`config.mk`:
```
export PLATFORM = sky130hd
export DESIGN_NAME = dm_copy_engine
export DESIGN_NICKNAME = d
export VERILOG_FILES = /design/src/rtl/dm_copy_engine.sv
export SDC_FILE = /design/constraint.sdc
export NUM_CORES = 1
export LEC_CHECK = 0
export CORE_ASPECT_RATIO = 0.8
export CORE_UTILIZATION = 43
export CTS_CLUSTER_SIZE = 10
export DETAILED_ROUTE_END_ITERATION = 12
export PLACE_DENSITY = 0.85
export SETUP_SLACK_MARGIN = 0.5
export SLEW_MARGIN = 0
export SYNTH_ARGS = -nofsm -noshare
export SYNTH_HDL_FRONTEND = slang
export SYNTH_SLANG_ARGS = --single-unit
```
`constraint.sdc`:
```
create_clock -name clk -period 1.7 [get_ports clk]
set_input_delay 0.51 -clock clk [delete_from_list [all_inputs] [get_ports clk]]
set_output_delay 0.51 -clock clk [all_outputs]
set_load 0.01 [all_outputs]
```
`src/rtl/dm_copy_engine.sv`:
```
// dm_copy_engine: byte-sequential memory-to-memory copy engine.
// Each byte takes one READ cycle and one WRITE cycle against a single-port
// data memory with combinational read data. Optional feature macro:
// DM_COPY_CHECKSUM_EN enables a running modulo-2^DATA_W sum of copied bytes;
// without it the checksum port is tied to zero.
module dm_copy_engine #(
   parameter int ADDR_W = 8,
   parameter int DATA_W = 8
) (
   input  logic              clk,
   input  logic              rst,
   input  logic              start,
   input  logic [ADDR_W-1:0] src,
   input  logic [ADDR_W-1:0] dst,
   input  logic [ADDR_W-1:0] len,
   output logic              busy,
   output logic              done,
   output logic [ADDR_W-1:0] Address,
   output logic [DATA_W-1:0] writeData,
   output logic              readMem,
   output logic              writeMem,
   input  logic [DATA_W-1:0] readData,
   output logic [DATA_W-1:0] checksum
);

   typedef enum logic [1:0] {IDLE, READ, WRITE, DONE} state_t;

   typedef struct packed {
      logic              rd;
      logic              wr;
      logic [ADDR_W-1:0] addr;
      logic [DATA_W-1:0] wdata;
   } mem_req_t;

   state_t            state, state_nx;
   mem_req_t          req;
   logic [ADDR_W-1:0] src_ptr, dst_ptr, remaining;
   logic [DATA_W-1:0] byte_q;
   logic              accept;

   // a start only counts while idle; busy-time pulses are dropped
   assign accept = (state == IDLE) && start;

   // state register, reset wins over everything
   always_ff @(posedge clk) begin
      if (rst) state <= IDLE;
      else     state <= state_nx;
   end

   // next-state: two cycles per byte, a zero-length start goes straight to DONE
   always_comb begin
      state_nx = state;
      case (state)
         IDLE:    if (start) state_nx = (len != '0) ? READ : DONE;
         READ:    state_nx = WRITE;
         WRITE:   state_nx = (remaining == ADDR_W'(1)) ? DONE : READ;
         DONE:    state_nx = IDLE;
         default: state_nx = IDLE;
      endcase
   end

   // memory request: strobes only in READ/WRITE, bus parked at zero otherwise
   always_comb begin
      req = '0;
      case (state)
         READ: begin
            req.rd   = 1'b1;
            req.addr = src_ptr;
         end
         WRITE: begin
            req.wr    = 1'b1;
            req.addr  = dst_ptr;
            req.wdata = byte_q;
         end
         default: req = '0;
      endcase
   end

   assign readMem   = req.rd;
   assign writeMem  = req.wr;
   assign Address   = req.addr;
   assign writeData = req.wdata;
   assign busy      = (state != IDLE);
   assign done      = (state == DONE);

   // operand latch, byte capture and pointer advance (pointers wrap naturally)
   always_ff @(posedge clk) begin
      if (rst) begin
         src_ptr   <= '0;
         dst_ptr   <= '0;
         remaining <= '0;
         byte_q    <= '0;
      end else begin
         case (state)
            IDLE: if (accept) begin
               src_ptr   <= src;
               dst_ptr   <= dst;
               remaining <= len;
            end
            READ: byte_q <= readData;
            WRITE: begin
               src_ptr   <= src_ptr + 1'b1;
               dst_ptr   <= dst_ptr + 1'b1;
               remaining <= remaining - 1'b1;
            end
            default: ;
         endcase
      end
   end

`ifdef DM_COPY_CHECKSUM_EN
   logic [DATA_W-1:0] csum;

   // running sum of written bytes, cleared by an accepted start, held after done
   always_ff @(posedge clk) begin
      if (rst)                  csum <= '0;
      else if (accept)          csum <= '0;
      else if (state == WRITE)  csum <= csum + byte_q;
   end

   assign checksum = csum;
`else
   assign checksum = '0;
`endif

endmodule

```
==> flow_metrics.py, run 1 <==
metrics = {
    "floorplan": {
        "core_mm2": 0.00468,
        "start_util_pct": 45.7,
        "die-width_um": 80.8,
        "die_area_mm2": 0.00526,
        "fp.dieH_um": 65.1,
        "fp-row-count": 22,
        "io_pins": 63,
    },
    "run_status": {
        "violations": "setup timing",
        "status": "finished with violations",
    },
    "pwr": {
        "leakagePower_nw": 1.65,
        "power_mw": 8.05,
        "cellPowerDensity_mw_per_mm2": 1970,
        "ir_worst_vdd_mv": 1.35,
    },
    "synth": {
        "synthSimpleGateAreaFrac_pct": 23.0,
        "muxShareOfSynthArea_pct": 6.44,
        "synth_edf_count": 0,
        "yosys.area_share.adder_pct": 4.68,
        "avgSynthCellArea_um2": 8.10,
        "synth-xor-area-share_pct": 0,
        "synthFlopType": "dfxtp_1",
        "synth_cell_types": 47,
        "yosysSeqAreaShare_pct": 31.8,
        "syn-instance-count": 264,
        "syn_area_mm2": 0.00214,
        "postSynth.asyncResetShare_pct": 0,
        "synth_top_family_by_area": "compound AO/OA/AOI/OAI gates",
        "synth_compound_area_share_pct": 24.9,
        "synth_warnings": 0,
        "ys_ff_latch": 34,
    },
    "cells_and_area": {
        "instances_no_fill": 463,
        "design_area_mm2": 0.00409,
        "regArea_um2": 686,
        "final_cell_mix": "53 x buf_6, 43 x buf_4, 34 x clkdlybuf4s50_1",
        "n_antenna_cell": 0,
        "area.growth.synth_to_final_pct": 91.5,
        "nets": 445,
        "multi_input_area_mm2": 0.00172,
        "post_route_cells_drive_above_1_share_pct": 50.9,
        "final_common_cell": "buf_6",
        "fill_cells": 194,
        "fin_util_pct": 87.5,
    },
    "place": {
        "dpl_worst_slack_ps": -431,
        "placed_cell_area_mm2": 0.00311,
        "dp_cells": 406,
        "hpwlAfterDp_um": 4670,
        "gp_congestion": 0.857,
        "io_buffers": 54,
    },
    "worst_setup_path": {
        "r2r_slack_ps": -370,
        "path_class": "flip-flop to primary output",
        "r2r-end": "dst_ptr[5]",
        "crit_slowest_cell": "dfxtp_2",
        "max_stage_delay_ps": 340,
        "start_kind": "flip-flop",
        "rr_startpoint": "state[1]",
        "cp-startpoint": "state[1]",
        "path_buf_inv": 3,
        "crit_end": "Address[6]",
        "crit_required_ps": 1190,
        "path_max_fanout": 6,
        "endpoint_kind": "primary output",
        "crit_family": "buffers and inverters",
        "path_cells": "inv_2 -> ha_4 -> buf_6 -> a22oi_2 -> nor2b_1 -> buf_2",
        "cp.depth": 6,
        "cp.arrival_ps": 1600,
        "ff2ff_path_depth": 10,
    },
    "routing": {
        "drtIter0Drc": 530,
        "num_vias": 2976,
        "wl_um": 10900,
        "routedWlPerCell_um": 23.6,
        "drc": 0,
        "dr.pass1.iters": 7,
        "final_antenna_net_count": 0,
        "vias_per_cell": 6.43,
    },
    "timing": {
        "worst_slack_ps": -411,
        "rsz0062_at_grt": "true",
        "period_needed_ps": 2110,
        "max_slew_margin_pct": 51.6,
        "fmax_mhz": 474,
        "final.setup.tns_ps": -11170,
        "finalHoldViolations": 0,
        "holdWs_ps": 533,
        "setup_viol": 45,
        "final_max_slew_viol_count": 0,
        "post-route-period-util_pct": 124,
        "clock-skew-final_ps": 9.50,
        "tightest_slew_ps": 720,
    },
    "min_path": {
        "hold_path.class": "flip-flop to flip-flop",
    },
    "clocking": {
        "cts_max_path_buffers": 2,
        "cts_inserted_buffers": 5,
        "cts_hold_buffers": 0,
        "cts_root_buf": "clkbuf_8",
        "cts.sinks": 34,
        "cts_tree": "built",
        "insertion_delay_ps": 300,
        "clk_pin_slew_ps": 80,
        "htreeDepth": 2,
    },
    "global_route": {
        "antenna_found_initial": 1,
        "grt_pass1_wl_um": 13900,
        "first_global_vias": 2761,
        "grt_use_total_pct": 36.3,
        "grt_max_degree": 16,
        "grt_overflow_total": 0,
    },
    "job": {
        "max_cap_viol_count": 0,
    },
}
==> state kept, by name (all words and copies together) (netlist names) <==
name,count
byte_q,8
dst_ptr,8
state,2
src_ptr,8
remaining,8
==> how the worst min path moves through the flow <==
stage | from | to | slack (ps) | depth (start not counted)
6_report | byte_q[6] | byte_q[6] | 530 | 2
3_3_place_gp | remaining[6] | remaining[6] | 480 | 2
5_1_grt | remaining[6] | remaining[6] | 560 | 2
3_5_place_dp | byte_q[1] | byte_q[1] | 490 | 2
2_1_floorplan | remaining[6] | remaining[6] | 460 | 2
4_1_cts | remaining[6] | remaining[6] | 490 | 2
==> kinds of logic after synthesis <==
kind of cell,count (synthesis)
compound gates,81
fa+ha+maj,8
buf+inv,33
flops,34
mux,12
other cells,1
simple gates,95
==> tightest hold or removal path, delay by kind of cell, from the launching register on <==
kind             cells  cell delay [ps]
flip-flops           1              350
multiplexers         1               70
AND/OR/NAND/NOR      1               80
==> synth_stat cells (all sizes together), types with 4 or more instances <==
library cell / n / share of area, %
dfxtp: 34 / 32
mux2i: 11 / 5.7
buf: 21 / 6.9
o21ai: 17 / 4.0
and2: 8 / 2.3
nor4: 6 / 2.0
nand3: 6 / 1.4
nor2: 29 / 5.1
ha: 8 / 4.7
a211oi: 6 / 2.1
o21a: 4 / 1.4
nand2: 14 / 2.5
clkbuf: 5 / 0.88
a22oi: 12 / 4.2
nor2b: 14 / 4.1
nor3: 6 / 1.4
inv: 7 / 1.2
a21oi: 19 / 4.4
==> layout make-up <==
type	count	share of cell area (%)
Clock buffer	7	2.11
Clock inverter	1	0.122
Inverter	7	0.947
Multi-Input combinational cell	205	41.9
Sequential cell	34	16.7
Tap cell	60	1.83
Timing Repair Buffer	149	36.3
==> metal layers <==
metal / part of all wire [%] / up-vias / global-route usage [%] / routed length (µm)
li1: - / 1229 / - / -
met4: 7.2 / 0 / 19.0 / 793
met2: 46 / 269 / 61.4 / 5070
met5: 0 / - / 0 / 0
met3: 12 / 89 / 13.0 / 1330
met1: 34 / 1389 / 39.4 / 3750
==> what timing repair did <==
| action | 4_1_cts | 5_1_grt |
|---|---|---|
| buffers inserted | 36 | 10 |
| pin swaps | 29 | 15 |
| endpoints found under the hold margin | 0 | 0 |
| gates cloned | 3 | 0 |
| setup endpoints to repair | 53 | 54 |
| resized for setup | 186 | 37 |
==> power by group <==
part           internal, mW  total, mW  switching [mW]
logic                  3.11       5.94            2.83
registers              1.09       1.43           0.335
clock network         0.328      0.675           0.347
total                  4.53       8.05            3.52
No activity file was read; power rests on OpenSTA's default activity.
==> run 2: changes to the inputs <==
- CORE_UTILIZATION: 43 -> 30
- PLACE_DENSITY: 0.85 -> 0.65
==> run 2 against run 1 <==
The flow still finishes with violations (setup timing); flip-flop and latch count did not move; critical path depth rose by 1; maximum frequency rose by 4.1%; wire length fell by 25%; die area rose by 42%; worst setup slack improved by 83 ps; combinational power fell by 8.8%; hold slack got worse by 34 ps; clock power fell by 5.5%; critical endpoint is now writeData[1]; core utilization fell by 30 points; largest power group unchanged.
==> flow_metrics.py, run 2 (synthesis gave the netlist of run 1 again) <==
metrics = {
    "run_status": {
        "status": "finished with violations",
        "violations": "setup timing",
    },
    "min_path": {
        "worstHoldPathCells": 2,
        "hold_path.class": "flip-flop to flip-flop",
        "min_to": "remaining[6]",
        "holdCritStartpoint": "remaining[6]",
    },
    "job": {
        "max_cap_viol_count": 0,
    },
    "routing": {
        "num_vias": 2568,
        "drtIter0Drc": 149,
        "wl_um": 8250,
        "vias_per_cell": 5.27,
        "dr.pass1.iters": 4,
        "drc": 0,
        "routedWlPerCell_um": 16.9,
        "final_antenna_net_count": 0,
    },
    "clocking": {
        "clk_pin_slew_ps": 70,
        "htreeDepth": 2,
        "cts_hold_buffers": 0,
        "cts.sinks": 34,
        "cts_tree": "built",
        "cts_max_path_buffers": 2,
        "cts_inserted_buffers": 5,
        "cts_root_buf": "clkbuf_8",
        "insertion_delay_ps": 290,
    },
    "floorplan": {
        "fp.dieH_um": 77.5,
        "die-width_um": 96.4,
        "io_pins": 63,
        "fp-row-count": 27,
        "start_util_pct": 31.0,
        "core_mm2": 0.00689,
        "die_area_mm2": 0.00747,
    },
    "pwr": {
        "leakagePower_nw": 1.62,
        "cellPowerDensity_mw_per_mm2": 1860,
        "ir_worst_vdd_mv": 0.617,
        "power_mw": 7.41,
    },
    "worst_setup_path": {
        "r2r-end": "remaining[6]",
        "path_cells": "buf_6 -> ha_4 -> buf_4 -> buf_6 -> buf_6 -> and2_4 -> buf_6",
        "crit_required_ps": 1190,
        "path_class": "flip-flop to primary output",
        "start_kind": "flip-flop",
        "cp.arrival_ps": 1520,
        "ff2ff_path_depth": 12,
        "path_common_cell": "buf_6",
        "path_max_fanout": 5,
        "endpoint_kind": "primary output",
        "max_stage_delay_ps": 330,
        "crit_slowest_cell": "dfxtp_2",
        "r2r_slack_ps": -300,
        "rr_startpoint": "state[1]",
    },
    "timing": {
        "post-route-period-util_pct": 119,
        "fmax_mhz": 493,
        "final.setup.tns_ps": -10860,
        "clock-skew-final_ps": 3.12,
        "period_needed_ps": 2030,
        "rsz0062_at_grt": "true",
        "holdWs_ps": 499,
        "setup_viol": 45,
        "final_max_slew_viol_count": 0,
        "finalHoldViolations": 0,
        "worst_slack_ps": -328,
    },
    "global_route": {
        "grt_use_total_pct": 22.8,
        "grt_max_degree": 15,
        "antenna_found_initial": 0,
        "first_global_vias": 2536,
        "grt_overflow_total": 0,
        "grt_pass1_wl_um": 12900,
    },
    "cells_and_area": {
        "fin_util_pct": 58.0,
        "regArea_um2": 686,
        "instances_no_fill": 487,
        "design_area_mm2": 0.00399,
        "nets": 442,
        "final_common_cell": "buf_4",
        "post_route_cells_drive_above_1_share_pct": 45.0,
        "fill_cells": 584,
        "final_cell_mix": "47 x buf_4, 45 x buf_6, 34 x clkdlybuf4s50_1",
        "area.growth.synth_to_final_pct": 86.8,
        "n_antenna_cell": 0,
        "multi_input_area_mm2": 0.00159,
    },
    "place": {
        "placed_cell_area_mm2": 0.00318,
        "hpwlAfterDp_um": 4590,
        "dp_cells": 433,
        "gp_congestion": 0.782,
        "dpl_worst_slack_ps": -359,
        "io_buffers": 54,
    },
}
## run 2: cell count changes in the layout (fill, tap and decap cells not counted), moves of 3 or more
cell,delta
nor4_1,+3
o21ai_0,+5
nor2_1,+4
buf_6,-8
buf_4,+4
a21oi_1,+3
nor2_2,-4
o21ai_2,-6
buf_16,+3
a21oi_2,-3
## run 2: how the worst max path moves through the flow
stage                     startpoint           end  slack [ps]  cells after the start
after CTS                   state[1]    Address[2]        -340                      7
after global routing        state[1]    Address[3]        -380                      7
final                       state[1]  writeData[1]        -330                      7
after floorplan             state[0]  writeData[0]          70                      6
after global placement      state[0]    Address[5]        -300                      5
after detailed placement    state[1]    Address[5]        -360                      5
## run 2: routing by layer
layer	track usage (%)	vias up	wire [µm]
met2	35.7	124	3880
met1	30.4	1191	3470
li1	-	1229	-
met5	0	-	0
met4	8.68	0	222
met3	5.00	24	675
## run 2: critical path: cells and delay by family, from the launching register on
kind / cells / cell delay, ps
DFF: 1 / 330
and+or+nand+nor: 1 / 130
adders and majority gates: 1 / 170
buffers and inverters: 5 / 590
## run 2: area by class of cell
cell class / count / share of cell area [%]
clock inverters: 1 / 0.125
inverters: 7 / 0.909
clock buffers: 7 / 2.16
flip-flops and latches: 34 / 17.2
multi-input cells: 205 / 39.9
well taps: 87 / 2.73
repair buffers: 146 / 37.0
## run 2: what timing repair did
action / CTS / global route
cloned: 6 / 0
setup buffers: 30 / 10
setup endpoints to repair: 54 / 54
pin swaps: 19 / 13
gates resized for setup: 154 / 22
## run 2: power by group
group | switching (mW) | internal [mW]
clock | 0.311 | 0.327
sequential | 0.263 | 1.09
combinational | 2.40 | 3.02
